==> config.mk <==
export PLATFORM = sky130hd
export DESIGN_NAME = seg7_scan_driver
export DESIGN_NICKNAME = d
export VERILOG_FILES = /design/src/rtl/seg7_scan_driver.sv
export SDC_FILE = /design/constraint.sdc
export NUM_CORES = 1
export LEC_CHECK = 0
export ABC_CLOCK_PERIOD_IN_PS = 1840
export BUFFER_PORTS_ARGS = -buffer_cell sky130_fd_sc_hd__buf_2
export CAP_MARGIN = 20
export CORE_MARGIN = 5
export CORE_UTILIZATION = 51
export CTS_CLUSTER_SIZE = 25
export DETAILED_ROUTE_END_ITERATION = 7
export GPL_TIMING_DRIVEN = 0
export HOLD_SLACK_MARGIN = 0.05
export PLACE_DENSITY = 0.75
export SLEW_MARGIN = 0
export SYNTH_ARGS = -nofsm -noshare
export SYNTH_HDL_FRONTEND = slang
export SYNTH_SLANG_ARGS = --single-unit
==> constraint.sdc <==
create_clock -name clk -period 1.84 [get_ports clk]
set_input_delay 0 -clock clk [delete_from_list [all_inputs] [get_ports clk]]
set_output_delay 0 -clock clk [all_outputs]
set_load 0.05 [all_outputs]
==> src/rtl/seg7_scan_driver.sv <==
`default_nettype none
// ============================================================================
// Module      : seg7_scan_driver
// Description : Time-multiplexed common-anode 7-segment scanner. Takes a
//               snapshot of the packed nibble array once per frame, walks
//               the digits with a refresh prescaler, hex-decodes each entry
//               and drives active-low anodes and cathodes.
//               Optional feature macro: SEG7_BLANK_EN (blank digits at or
//               above the captured valid count).
// Revision    : 1.0 - initial release
// ============================================================================
module seg7_scan_driver #(
    parameter int DEPTH       = 4,
    parameter int WIDTH       = 4,
    parameter int REFRESH_DIV = 100000
) (
    input  logic                          clk,
    input  logic                          rst,
    input  logic [DEPTH-1:0][WIDTH-1:0]   digits,
    input  logic [$clog2(DEPTH):0]        valid_cnt,
    input  logic                          enable,
    output logic [DEPTH-1:0]              an,
    output logic [6:0]                    seg,
    output logic                          scan_tick
);

    localparam int c_IDX_W  = $clog2(DEPTH);
    localparam int c_CNT_W  = c_IDX_W + 1;
    localparam int c_PCNT_W = $clog2(REFRESH_DIV);

    localparam logic [c_PCNT_W-1:0] c_PCNT_LAST = c_PCNT_W'(REFRESH_DIV - 1);
    localparam logic [c_IDX_W-1:0]  c_IDX_LAST  = c_IDX_W'(DEPTH - 1);
    localparam logic [6:0]          c_SEG_OFF   = 7'h7F;

    // Scan state
    logic [c_PCNT_W-1:0]      r_pcnt;
    logic [c_IDX_W-1:0]       r_idx;
    logic [DEPTH-1:0][3:0]    r_snap;

    // Registered outputs
    logic [DEPTH-1:0]         r_an;
    logic [6:0]               r_seg;
    logic                     r_scan_tick;

    // Combinational helpers
    logic [DEPTH-1:0][3:0]    w_digits_ext;
    logic                     w_slot_end;
    logic                     w_guard;
    logic                     w_frame_start;
    logic [3:0]               w_cur_nib;
    logic [6:0]               w_seg_dec;
    logic [DEPTH-1:0]         w_an_lit;
    logic                     w_digit_blank;

    // Zero-extend every entry to a full nibble so the decoder is width-agnostic
    for (genvar k = 0; k < DEPTH; k++) begin : g_ext
        if (WIDTH >= 4) begin : g_full
            assign w_digits_ext[k] = digits[k][3:0];
        end else begin : g_pad
            assign w_digits_ext[k] = {{(4 - WIDTH){1'b0}}, digits[k]};
        end
    end

    assign w_slot_end    = (r_pcnt == c_PCNT_LAST);
    assign w_guard       = (r_pcnt == '0);
    assign w_frame_start = enable && w_guard && (r_idx == '0);
    assign w_cur_nib     = r_snap[r_idx];

`ifdef SEG7_BLANK_EN
    logic [c_CNT_W-1:0] r_snap_cnt;
    logic [c_CNT_W-1:0] w_cnt_sat;

    // Counts above the display depth are clamped so every digit stays visible
    assign w_cnt_sat     = (valid_cnt > c_CNT_W'(DEPTH)) ? c_CNT_W'(DEPTH) : valid_cnt;
    assign w_digit_blank = ({1'b0, r_idx} >= r_snap_cnt);

    // Captured valid count travels with the frame snapshot
    always_ff @(posedge clk) begin
        if (rst) begin
            r_snap_cnt <= '0;
        end else if (w_frame_start) begin
            r_snap_cnt <= w_cnt_sat;
        end
    end
`else
    // Without blanking every digit is decoded; valid_cnt has no effect
    logic w_unused_valid_cnt;
    assign w_unused_valid_cnt = ^valid_cnt;
    assign w_digit_blank      = 1'b0;
`endif

    // Prescaler and digit index: advance only while scanning is enabled
    always_ff @(posedge clk) begin
        if (rst) begin
            r_pcnt <= '0;
            r_idx  <= '0;
        end else if (enable) begin
            if (w_slot_end) begin
                r_pcnt <= '0;
                r_idx  <= (r_idx == c_IDX_LAST) ? '0 : r_idx + 1'b1;
            end else begin
                r_pcnt <= r_pcnt + 1'b1;
            end
        end
    end

    // Frame snapshot: captured only at frame start so a frame never tears
    always_ff @(posedge clk) begin
        if (rst) begin
            r_snap <= '0;
        end else if (w_frame_start) begin
            r_snap <= w_digits_ext;
        end
    end

    // One-hot-low anode pattern for the current digit index
    always_comb begin
        w_an_lit = '1;
        for (int k = 0; k < DEPTH; k++) begin
            if (r_idx == c_IDX_W'(k)) begin
                w_an_lit[k] = 1'b0;
            end
        end
    end

    // Hex decode to active-low {g,f,e,d,c,b,a}
    always_comb begin
        w_seg_dec = c_SEG_OFF;
        case (w_cur_nib)
            4'h0: w_seg_dec = 7'h40;
            4'h1: w_seg_dec = 7'h79;
            4'h2: w_seg_dec = 7'h24;
            4'h3: w_seg_dec = 7'h30;
            4'h4: w_seg_dec = 7'h19;
            4'h5: w_seg_dec = 7'h12;
            4'h6: w_seg_dec = 7'h02;
            4'h7: w_seg_dec = 7'h78;
            4'h8: w_seg_dec = 7'h00;
            4'h9: w_seg_dec = 7'h10;
            4'hA: w_seg_dec = 7'h08;
            4'hB: w_seg_dec = 7'h03;
            4'hC: w_seg_dec = 7'h46;
            4'hD: w_seg_dec = 7'h21;
            4'hE: w_seg_dec = 7'h06;
            4'hF: w_seg_dec = 7'h0E;
            default: w_seg_dec = c_SEG_OFF;
        endcase
    end

    // Output register: the first cycle of each slot is an all-off guard so
    // the previous digit's cathodes never ghost onto the newly selected anode
    always_ff @(posedge clk) begin
        if (rst) begin
            r_an        <= '1;
            r_seg       <= c_SEG_OFF;
            r_scan_tick <= 1'b0;
        end else if (!enable) begin
            r_an        <= '1;
            r_seg       <= c_SEG_OFF;
            r_scan_tick <= 1'b0;
        end else begin
            r_scan_tick <= w_slot_end;
            if (w_guard) begin
                r_an  <= '1;
                r_seg <= c_SEG_OFF;
            end else begin
                r_an  <= w_an_lit;
                r_seg <= w_digit_blank ? c_SEG_OFF : w_seg_dec;
            end
        end
    end

    assign an        = r_an;
    assign seg       = r_seg;
    assign scan_tick = r_scan_tick;

endmodule
`default_nettype wire

==> After elaboration in Yosys (flattened, before gate mapping) <==
Memories as Yosys holds them, arrays and structs flattened. A register that Yosys moved wholly into a read port is not among the register bits.
Cells that the tools add are included.
{ "classes": {"n_addsub": 2, "magnitude_cmp": 1, "n_eq_ne": 4, "n_mux": 8, "bitwise_logic": 1, "n_reduce_logical": 7} }
{ "ops": {"columns": ["op", "n"], "rows": [
  ["adder 17 x 1 -> 17 bit, second input constant", 1],
  ["== test 17 bit, second input constant", 1],
  ["zero test 17 bit", 1],
  ["two-way mux 17 bit", 1],
  ["binary-select mux 4 bit (select 2 bit)", 1],
  ["== test 2 bit, second input constant", 2],
  ["two-way mux 1 bit", 4],
  ["two-way mux 4 bit", 1],
  ["< comparator 2 x 3 -> 1 bit, second input constant", 1],
  ["OR reduction 3 bit", 1],
  ["adder 2 x 1 -> 2 bit, second input constant", 1],
  ["== test 2 x 1 -> 1 bit, second input constant", 1],
  ["logical AND 1 bit", 2],
  ["zero test 2 bit", 1],
  ["two-way mux 2 bit", 1],
  ["AND reduction 2 bit", 1],
  ["OR reduction 2 bit", 1],
  ["NOT 1 bit", 1]
]} }
{ "totals": {"ff_bits": 40, "mem_bits_ro": 112, "in_bits": 22, "out_inout_bits": 12, "word_cells": 32, "memories": 1} }
{ "mem_list": {"columns": ["name", "words", "word_bits", "read_ports", "rd_ports_with_merged_regs", "wr", "line_no", "rtl"], "rows": [
  ["(name not given)", 16, 7, 1, 1, 0, "129", "case (w_cur_nib)"]
]} }

==> Longest topological paths before layout <==
Gate-level depths: netlist of the first run.
{ "depth": {"ltp_word": 3, "depth_mapped": 8, "ltp_nobuf": 6} }

==> Worst setup path after synthesis of the first run <==
No wires, ideal clock.
{ "synth_path": {"path_kind": "register to register", "startpoint": "register r_idx[0]", "endpoint": "register r_seg[0], in the netlist seg[0]", "setup_time_ns": 0.135, "arrival_ns": 1.788, "required_time_ns": 1.705, "path_slack_ns": -0.083, "path_stages_with_launch": 8, "n_path_buf": 1, "period_less_slack_ns": 1.923, "path_cell_list": "dfxtp_1 clkbuf_8 mux4_2 inv_1 ha_1 or3b_2 o311ai_1 o31ai_1"} }
{ "synth_via": {"elab_chain_len": 2} }
{ "synth_rtl": {"columns": ["element", "line_no", "rtl"], "rows": [
  ["from (decl)", "37", "logic [c_IDX_W-1:0] r_idx;"],
  ["from (signal assigned)", "100", "r_idx <= (r_idx == c_IDX_LAST) ? '0 : r_idx + 1'b1;"],
  ["binary-select mux 4 bit (select 2 bit)", "67", "assign w_cur_nib = r_snap[r_idx];"],
  ["two-way mux 4 bit (not written as such)", "67", null],
  ["to (decl)", "42", "logic [6:0] r_seg;"]
]} }
No other way between the ends. The select of a mux whose other input is x is not followed.
A chain may end at the register's enable or synchronous reset.

==> Worst setup path in the final report of the first run <==
Same ends and word-level chain as after synthesis.

==> results of run 1 <==
-- kinds of logic after synthesis --
logic type | after synthesis | synth area share
AOI/OAI and AO/OA | 59 | 0.1428
xor gates and xnor gates | 13 | 0.04742
adders and majority gates | 12 | 0.06253
buffers and inverters | 26 | 0.06045
DFF | 47 | 0.3919
muxes | 13 | 0.07660
and+or+nand+nor | 95 | 0.2184
-- sequential cells by signal, indices dropped and copies added (netlist names) --
| register | cells |
|---|---|
| an | 4 |
| r_pcnt | 17 |
| r_snap | 16 |
| r_idx | 2 |
| scan_tick | 1 |
| seg | 7 |
-- critical path, delay by kind of cell (launching register included) --
kind / cells / cell delay (ns)
buffers and inverters: 1 / 0.14
and+or+nand+nor: 2 / 0.25
AOI/OAI and AO/OA: 2 / 0.24
muxes: 1 / 0.62
adders and majority gates: 1 / 0.24
DFF: 1 / 0.37
-- power groups by stage --
stage               registers, uW  logic, uW  clock network [uW]
floorplan                    1140        187                   0
global placement             1110        296                   0
detailed placement           1110        299                   0
CTS                          1080        350                 609
global route                 1080        427                 659
finish                       1080        396                 602
-- final cells by class --
| cell class | count | area [sq um] | area share |
|---|---|---|---|
| sequential | 47 | 952.2 | 0.2990 |
| inverter | 8 | 37.54 | 0.01179 |
| timing repair buffer | 64 | 455.4 | 0.1430 |
| tap | 54 | 67.56 | 0.02122 |
| buffer | 16 | 126.4 | 0.03969 |
| clock inverter | 1 | 5.005 | 0.001572 |
| clock buffer | 7 | 76.32 | 0.02397 |
| multi-input combinational | 192 | 1464 | 0.4597 |
-- timing repair --
item                       CTS  global route
gates resized for setup     18            22
setup endpoints to repair   39            34
setup buffers               11             6
hold endpoints to repair    17             0
pin swaps                    6             6
hold buffers                17             0
-- stage by stage --
stage	worst slack, ns	utilization	hold WS (ns)	setup TNS, ns
floorplan	0.003998	-	0.1543	0
global placement	-0.3504	0.5664	0.2653	-6.832
detailed placement	-0.3918	0.5664	0.2665	-7.909
CTS	-0.02040	0.6505	0.1417	-0.04330
global route	-0.1850	0.6832	0.1573	-0.9803
finish	-0.1270	0.6832	0.1448	-0.2940
-- placed cells by master (no fill, tap or decap), types with 2 or more instances in the layout --
cell and n:
a21oi_1 21, and3_1 2, buf_2 32, buf_4 19, buf_6 3, clkbuf_1 5, clkbuf_2 3, clkbuf_8 6
dfxtp_1 44, dfxtp_4 3, dlygate4sd3_1 18, ha_1 6, ha_4 6, inv_1 5, inv_4 3, mux2_2 3
mux2i_1 6, mux4_2 4, nand2_1 14, nand2b_1 2, nand3_1 10, nand4_1 21, nor2_1 18, nor2b_1 2
nor3_1 6, nor4_1 4, o211ai_1 2, o21ai_0 19, o221ai_1 3, o31ai_1 4, or4_1 5, xnor2_1 10
xor2_1 3
-- worst paths after layout --
| kind | startpoint | to | cells after the start |
|---|---|---|---|
| max | r_idx[0]$_SDFFE_PP0P_ | seg[0]$_SDFF_PP1_ | 7 |
| min reg2reg | r_snap[9]$_SDFFE_PP0P_ | r_snap[9]$_SDFFE_PP0P_ | 2 |
| min | enable | r_pcnt[0]$_SDFFE_PP0P_ | 4 |
| max reg2reg | r_idx[0]$_SDFFE_PP0P_ | seg[0]$_SDFF_PP1_ | 7 |
-- routing by layer --
metal  GRT usage  vias up  share of wire
li1            -     1109              -
met1      0.2360     1026           0.44
met5           0        -              0
met2      0.3277       55           0.50
met4     0.04720        0          0.013
met3     0.03899        8          0.046
==> qor.yml, run 1 <==
async_flop_share: 0
finalSetupViolCount: 5
drcViolationCount: 0
wl_per_cell_um: 15.25
cp_max_fo: 5
drv_cap: 0
slowest_delay_ns: 0.62
yosys_register_bits: 47
fp.coreArea_sq_mm: 0.004661
synth_nets: 299
clock_latency_ns: 0.30
ys_top_cells_by_count: "47 x dfxtp_1, 22 x a21oi_1, 21 x nand4_1"
required_ns: 2.02
ys_seq_area_frac: 0.3919
clkPwrFrac: 0.290
netlist_area_sq_mm: 0.002401
cts-htree-levels: 2
min_period_over_period: 1.069
die_w_um: 78.62
grt_pass1_vias: 2075
grt_max_degree: 14
fin_ws_ns: -0.1270
routed_wl_um: 5933
yosysUniqueCellTypes: 43
start_util: 0.5152
synth_area_leaders: "dfxtp_1 39%, ha_1 6.3%, nand4_1 5.5%"
cts_max_path_buffers: 2
crit_type: "reg -> reg"
startpoint_type: "flop"
switchingPower_uw: 578.5
grt_overflow: 0
yosys.area.top_type_share: 0.3919
max-slew-margin-rel: 0.6451
firstDrtPassIters: 4
finalNonFillerCells: 389
max_slew.worst_pin.slew_ns: 0.5175
outcome: "finished, violations left"
power_frac_seq: 0.520
antenna_found_initial: 0
synth-edff-count: 0
final_nets: 368
drt_iter0_markers: 121
period_needed_ns: 1.967
ios: 34
root_buffer: "clkbuf_8"
synth.largest_area_cell: "dfxtp_1"
nFillCells: 375
critPathArrivalTime_ns: 2.15
slowest_stage: "mux4_2"
placed_area_sq_mm: 0.002640
peakVddDrop_v: 0.0005819
drive_gt1_frac: 0.2985
clk_pin_slew_worst_paths_ns: 0.08
rsz0062_at_grt: "true"
skew_ns: 0.01030
clock_sinks: 47
end_kind: "flop"
synth.most_common_cell: "dfxtp_1"
die_y_um: 78.62
clock.fmax_ghz: 0.5084
pwr_density_cell_mw_per_mm2: 652.2
gp_congestion: 0.8431
vias: 2198
p_total_uw: 2077
power_frac_comb: 0.190
rrSetupSlack_ns: -0.13
path_cells: "clkbuf_16 -> mux4_2 -> ha_4 -> nor2_1 -> nand3_1 -> o311ai_4 -> o31ai_2"
p_sw_frac: 0.2786
dp_hpwl_um: 3868
tritoncts: "built"
avgSynthCellArea_sq_um: 9.061
maxSlewViolCount: 0
ys_warn_count: 0
holdCritPathClass: "in -> reg"
p_int_uw: 1498
cts_buffers: 5
detail-route-antenna-nets: 0
cellLeakagePower_uw: 0.001141
violations: "setup timing"
syn_inst: 265
routed_via_density: 5.650
die_area_sq_mm: 0.006180
hold_violations: 0
synth_flop_cell: "dfxtp_1"
postLayoutCellArea_sq_mm: 0.003184
io_buffers: 30
rows: 25
track_usage: 0.1882
diodes: 0
dp.cells: 349
grt_pass1_wl_um: 9390
area_growth_syn_to_layout_pct: 32.62
Power figures use the tool's default switching activity.
==> inputs of run 2 (changes only) <==
- BUFFER_PORTS_ARGS: -buffer_cell sky130_fd_sc_hd__buf_2 -> not set
- CORE_UTILIZATION: 51 -> 55
- DONT_BUFFER_PORTS: not set -> 1
- PLACE_DENSITY: 0.75 -> 0.73
==> run 2 against run 1 <==
The run still ends with setup timing left. Register-to-register slack better by 0.05 ns. Clock skew about the same. First-iteration DRC count up 5.8%. Power down 1.1%. Non-clock buffer count down 28. Sequential power up 4%. Fmax up 2.8%. Via count down 1.5%. Routed wire length down 2.4%. Global-route usage up 0.88 points. Critical endpoint unchanged. Largest cell class unchanged. Largest power group unchanged.
==> qor.yml, run 2 (same netlist as run 1, synthesis figures left out) <==
outcome: "finished, violations left"
violations: "setup timing"
cts_max_path_buffers: 2
fp.coreArea_sq_mm: 0.004294
rows: 24
grt_pass1_wl_um: 9542
cts_buffers: 5
mostFrequentLayoutCell: "dfxtp_1"
finalSetupViolCount: 3
wl_per_cell_um: 16.12
firstDrtPassIters: 4
routed_wl_um: 5788
slowest_stage: "mux4_2"
drcViolationCount: 0
min_period_over_period: 1.040
clock_latency_ns: 0.30
worst-path-buf-inv: 2
slowest_delay_ns: 0.49
skew_ns: 0.01010
drt_iter0_markers: 128
max-slew-margin-rel: 0.6773
die_w_um: 76.07
vias: 2164
routed_via_density: 6.028
gp_congestion: 0.8348
startpoint_type: "flop"
final_nets: 340
cp_max_fo: 5
cts-htree-levels: 2
period_needed_ns: 1.913
drive_gt1_frac: 0.2345
holdCritPathClass: "in -> reg"
clk_pin_slew_worst_paths_ns: 0.09
diodes: 0
crit_family: "multiplexers"
crit_type: "reg -> reg"
peakVddDrop_v: 0.0003481
detail-route-antenna-nets: 0
largest_reg_flops: 17
fin_ws_ns: -0.07272
dp_hpwl_um: 3785
hold_violations: 0
io_buffers: 0
grt_pass1_vias: 2105
path_cells: "clkbuf_16 -> mux4_2 -> inv_4 -> ha_4 -> or3b_4 -> o311ai_2 -> o31ai_1"
die_area_sq_mm: 0.005787
clock.fmax_ghz: 0.5228
root_buffer: "clkbuf_8"
clock_sinks: 47
ios: 34
end_kind: "flop"
tritoncts: "built"
max_slew.worst_pin.slew_ns: 0.4705
top_register: "r_pcnt"
required_ns: 2.04
fin_hold_ws_ns: 0.1034
critPathArrivalTime_ns: 2.11
rsz0062_at_grt: "true"
pwr_density_cell_mw_per_mm2: 673.3
final_cell_mix: "44 x dfxtp_1, 21 x nand4_1, 21 x buf_4, 21 x a21oi_1"
track_usage: 0.1970
cellLeakagePower_uw: 0.001044
drv_cap: 0
finalNonFillerCells: 359
maxSlewViolCount: 0
die_y_um: 76.07
grt_max_degree: 15
grt_overflow: 0
fin_tns_setup_ns: -0.1286
antenna_found_initial: 0
area_growth_syn_to_layout_pct: 26.99
start_util: 0.5591
dp.cells: 317
-- run 2: metal layers --
layer	vias up	track usage	wire (um)
met4	0	0.06469	87
met5	-	0	0
li1	1054	-	-
met1	1040	0.2252	2401
met2	58	0.3613	3011
met3	12	0.04019	287
-- run 2: path summary, 6_finish.rpt --
check	startpoint	slack, ns	end	cells after the start
worst max-delay path	r_idx[0]$_SDFFE_PP0P_	-0.07	seg[0]$_SDFF_PP1_	7
worst min-delay path	rst	0.10	r_snap[3]$_SDFFE_PP0P_	2
worst max register to register	r_idx[0]$_SDFFE_PP0P_	-0.07	seg[0]$_SDFF_PP1_	7
worst min register to register	r_snap[4]$_SDFFE_PP0P_	0.48	r_snap[4]$_SDFFE_PP0P_	2
-- run 2: area by class of cell --
type	count	area, sq um
fill	319	1245
multi-input combinational	192	1460
timing repair buffer	36	312.8
clock inverter	2	12.51
tap	52	65.06
buffer	16	135.1
sequential	47	952.2
clock buffer	6	72.57
inverter	8	38.79
-- run 2: repair_timing --
| item | CTS | global route |
|---|---|---|
| endpoints found under the setup margin | 39 | 32 |
| hold buffers | 18 | 0 |
| cloned | 0 | 1 |
| resized for setup | 22 | 20 |
| pin swaps | 10 | 3 |
| buffers inserted | 11 | 6 |
| hold endpoints to repair | 24 | 0 |
-- run 2: per-stage QoR --
| stage | worst slack, ns | area [sq um] | util | total power, uW |
|---|---|---|---|---|
| finish | -0.07272 | 3049 | 0.7101 | 2053 |
| global route | -0.1229 | 3049 | 0.7101 | 2132 |
| CTS | -0.05321 | 2942 | 0.6850 | 2036 |
| detailed placement | -0.3463 | 2487 | 0.5793 | 1378 |
| global placement | -0.3245 | 2487 | 0.5793 | 1373 |
| floorplan | 0.003998 | 2422 | - | 1323 |
-- run 2: power breakdown --
part | internal [uW] | switching (uW) | total (uW)
logic | 149 | 171 | 320
registers | 1060 | 62.1 | 1120
clock network | 266 | 348 | 615
total | 1470 | 582 | 2050
==> inputs of run 3 (changes only) <==
- CORE_MARGIN: 5 -> 2
==> run 3 against run 2 <==
The flow still finishes with violations (setup timing). Power grew 12%. Die area shrank 15%. Final area grew 6.2%. Utilization grew 5.0 points. Global-route usage grew 4.4 points.
==> qor.yml, run 3 (same netlist as run 1, synthesis figures left out) <==
outcome: "finished, violations left"
violations: "setup timing"
clock_latency_ns: 0.31
cts_max_path_buffers: 2
switchingPower_uw: 611.4
fin_ws_ns: -0.1440
area_growth_syn_to_layout_pct: 34.91
mostFrequentLayoutCell: "dfxtp_1"
firstDrtPassIters: 4
cp_max_fo: 5
start_util: 0.5631
top_register: "r_pcnt"
p_int_uw: 1681
gp_congestion: 0.8738
dp.cells: 317
grt_pass1_vias: 1997
wl_per_cell_um: 17.23
diodes: 0
detail-route-antenna-nets: 0
root_buffer: "clkbuf_8"
drive_gt1_frac: 0.2762
cts-htree-levels: 2
io_buffers: 0
required_ns: 2.02
period_needed_ns: 1.984
rsz0062_at_grt: "true"
hold_violations: 0
clkPwrFrac: 0.345
startpoint_type: "flop"
power_frac_seq: 0.488
postLayoutCellArea_sq_mm: 0.003239
register_area_sq_um: 952.2
drt_iter0_markers: 163
crit_type: "reg -> reg"
maxSlewViolCount: 0
power_frac_comb: 0.167
tritoncts: "built"
max-slew-margin-rel: 0.6756
skew_ns: 0.01487
clock_sinks: 47
grt_pass1_wl_um: 9522
ios: 34
clk_pin_slew_worst_paths_ns: 0.09
min_period_over_period: 1.078
largest_reg_flops: 17
rows: 24
peakVddDrop_v: 0.0005322
utilization: 0.7597
cts_buffers: 5
fp.coreArea_sq_mm: 0.004264
multiInputGateArea_sq_mm: 0.001514
antenna_found_initial: 0
place_ws_ns: -0.3397
fin_hold_ws_ns: 0.06840
routed_wl_um: 6322
drcViolationCount: 0
clock.fmax_ghz: 0.5040
pwr_density_cell_mw_per_mm2: 707.8
die_area_sq_mm: 0.004910
routed_via_density: 5.954
max_slew.worst_pin.slew_ns: 0.4859
dp_hpwl_um: 3592
final_cell_mix: "44 x dfxtp_1, 24 x buf_4, 21 x nand4_1, 21 x a21oi_1"
die_w_um: 70.07
drv_cap: 0
cellLeakagePower_uw: 0.001118
grt_max_degree: 15
rrSetupSlack_ns: -0.14
track_usage: 0.2413
finalSetupViolCount: 6
p_sw_frac: 0.2667
nFillCells: 283
grt_overflow: 0
holdCritPathClass: "in -> reg"
placed_area_sq_mm: 0.002487
vias: 2185
critPathArrivalTime_ns: 2.16
die_y_um: 70.07
end_kind: "flop"
final_nets: 348
finalNonFillerCells: 367
[run 3: cell count changes in the layout (fill, tap and decap cells not counted), sizes merged]
cell,previous run,this run
inv,7,6
bufinv,0,1
clkinvlp,2,1
clkinv,1,2
clkbuf,14,13
buf,25,34
[run 3: layout make-up]
class | count | area share
timing repair buffer | 44 | 0.1282
clock buffer | 6 | 0.02549
buffer | 16 | 0.04133
sequential | 47 | 0.2939
inverter | 8 | 0.01275
clock inverter | 2 | 0.01081
tap | 52 | 0.02008
multi-input combinational | 192 | 0.4674
[run 3: path summary, 6_finish.rpt]
check	startpoint	end	depth (start not counted)
max	r_idx[0]$_SDFFE_PP0P_	seg[1]$_SDFF_PP1_	7
min	rst	r_snap[12]$_SDFFE_PP0P_	2
max reg2reg	r_idx[0]$_SDFFE_PP0P_	seg[1]$_SDFF_PP1_	7
min reg2reg	r_snap[4]$_SDFFE_PP0P_	r_snap[4]$_SDFFE_PP0P_	2
[run 3: metrics by stage]
stage / TNS, ns / total power [uW]
2_1_floorplan: 0 / 1323
3_3_place_gp: -6.292 / 1373
3_5_place_dp: -7.517 / 1380
4_1_cts: -0.1265 / 2224
5_1_grt: -1.141 / 2374
6_report: -0.3803 / 2293
[run 3: routing by layer]
metal  global-route usage  up-vias  share of wire  wire length [um]
li1                     -     1068              -                 -
met1               0.2896     1039           0.40              2498
met2               0.4212       61           0.54              3393
met3              0.04473       17          0.038               243
met4               0.1026        0          0.029               186
met5                    0        -              0                 0
[run 3: repair_timing]
| item | CTS | global route |
|---|---|---|
| cloned | 0 | 0 |
| resized for setup | 24 | 33 |
| pin swaps | 7 | 16 |
| setup buffers | 13 | 13 |
| setup endpoints to repair | 39 | 37 |
| endpoints found under the hold margin | 24 | 0 |
| hold buffers | 18 | 0 |
[run 3: worst max-delay path, cell delays in order (launching register included)]
cell and delay [ns]:
dfxtp_4 0.36, buf_8 0.11, mux4_2 0.63, clkinv_4 0.13, buf_12 0.11, ha_4 0.18
o211ai_1 0.22, o211ai_1 0.12
[run 3: power by group through the flow]
| stage | clock (uW) | combinational, uW | sequential (uW) |
|---|---|---|---|
| after floorplan | 0 | 187 | 1140 |
| after global placement | 0 | 230 | 1140 |
| after detailed placement | 0 | 236 | 1140 |
| after CTS | 803 | 304 | 1120 |
| after global routing | 839 | 413 | 1120 |
| final | 791 | 384 | 1120 |
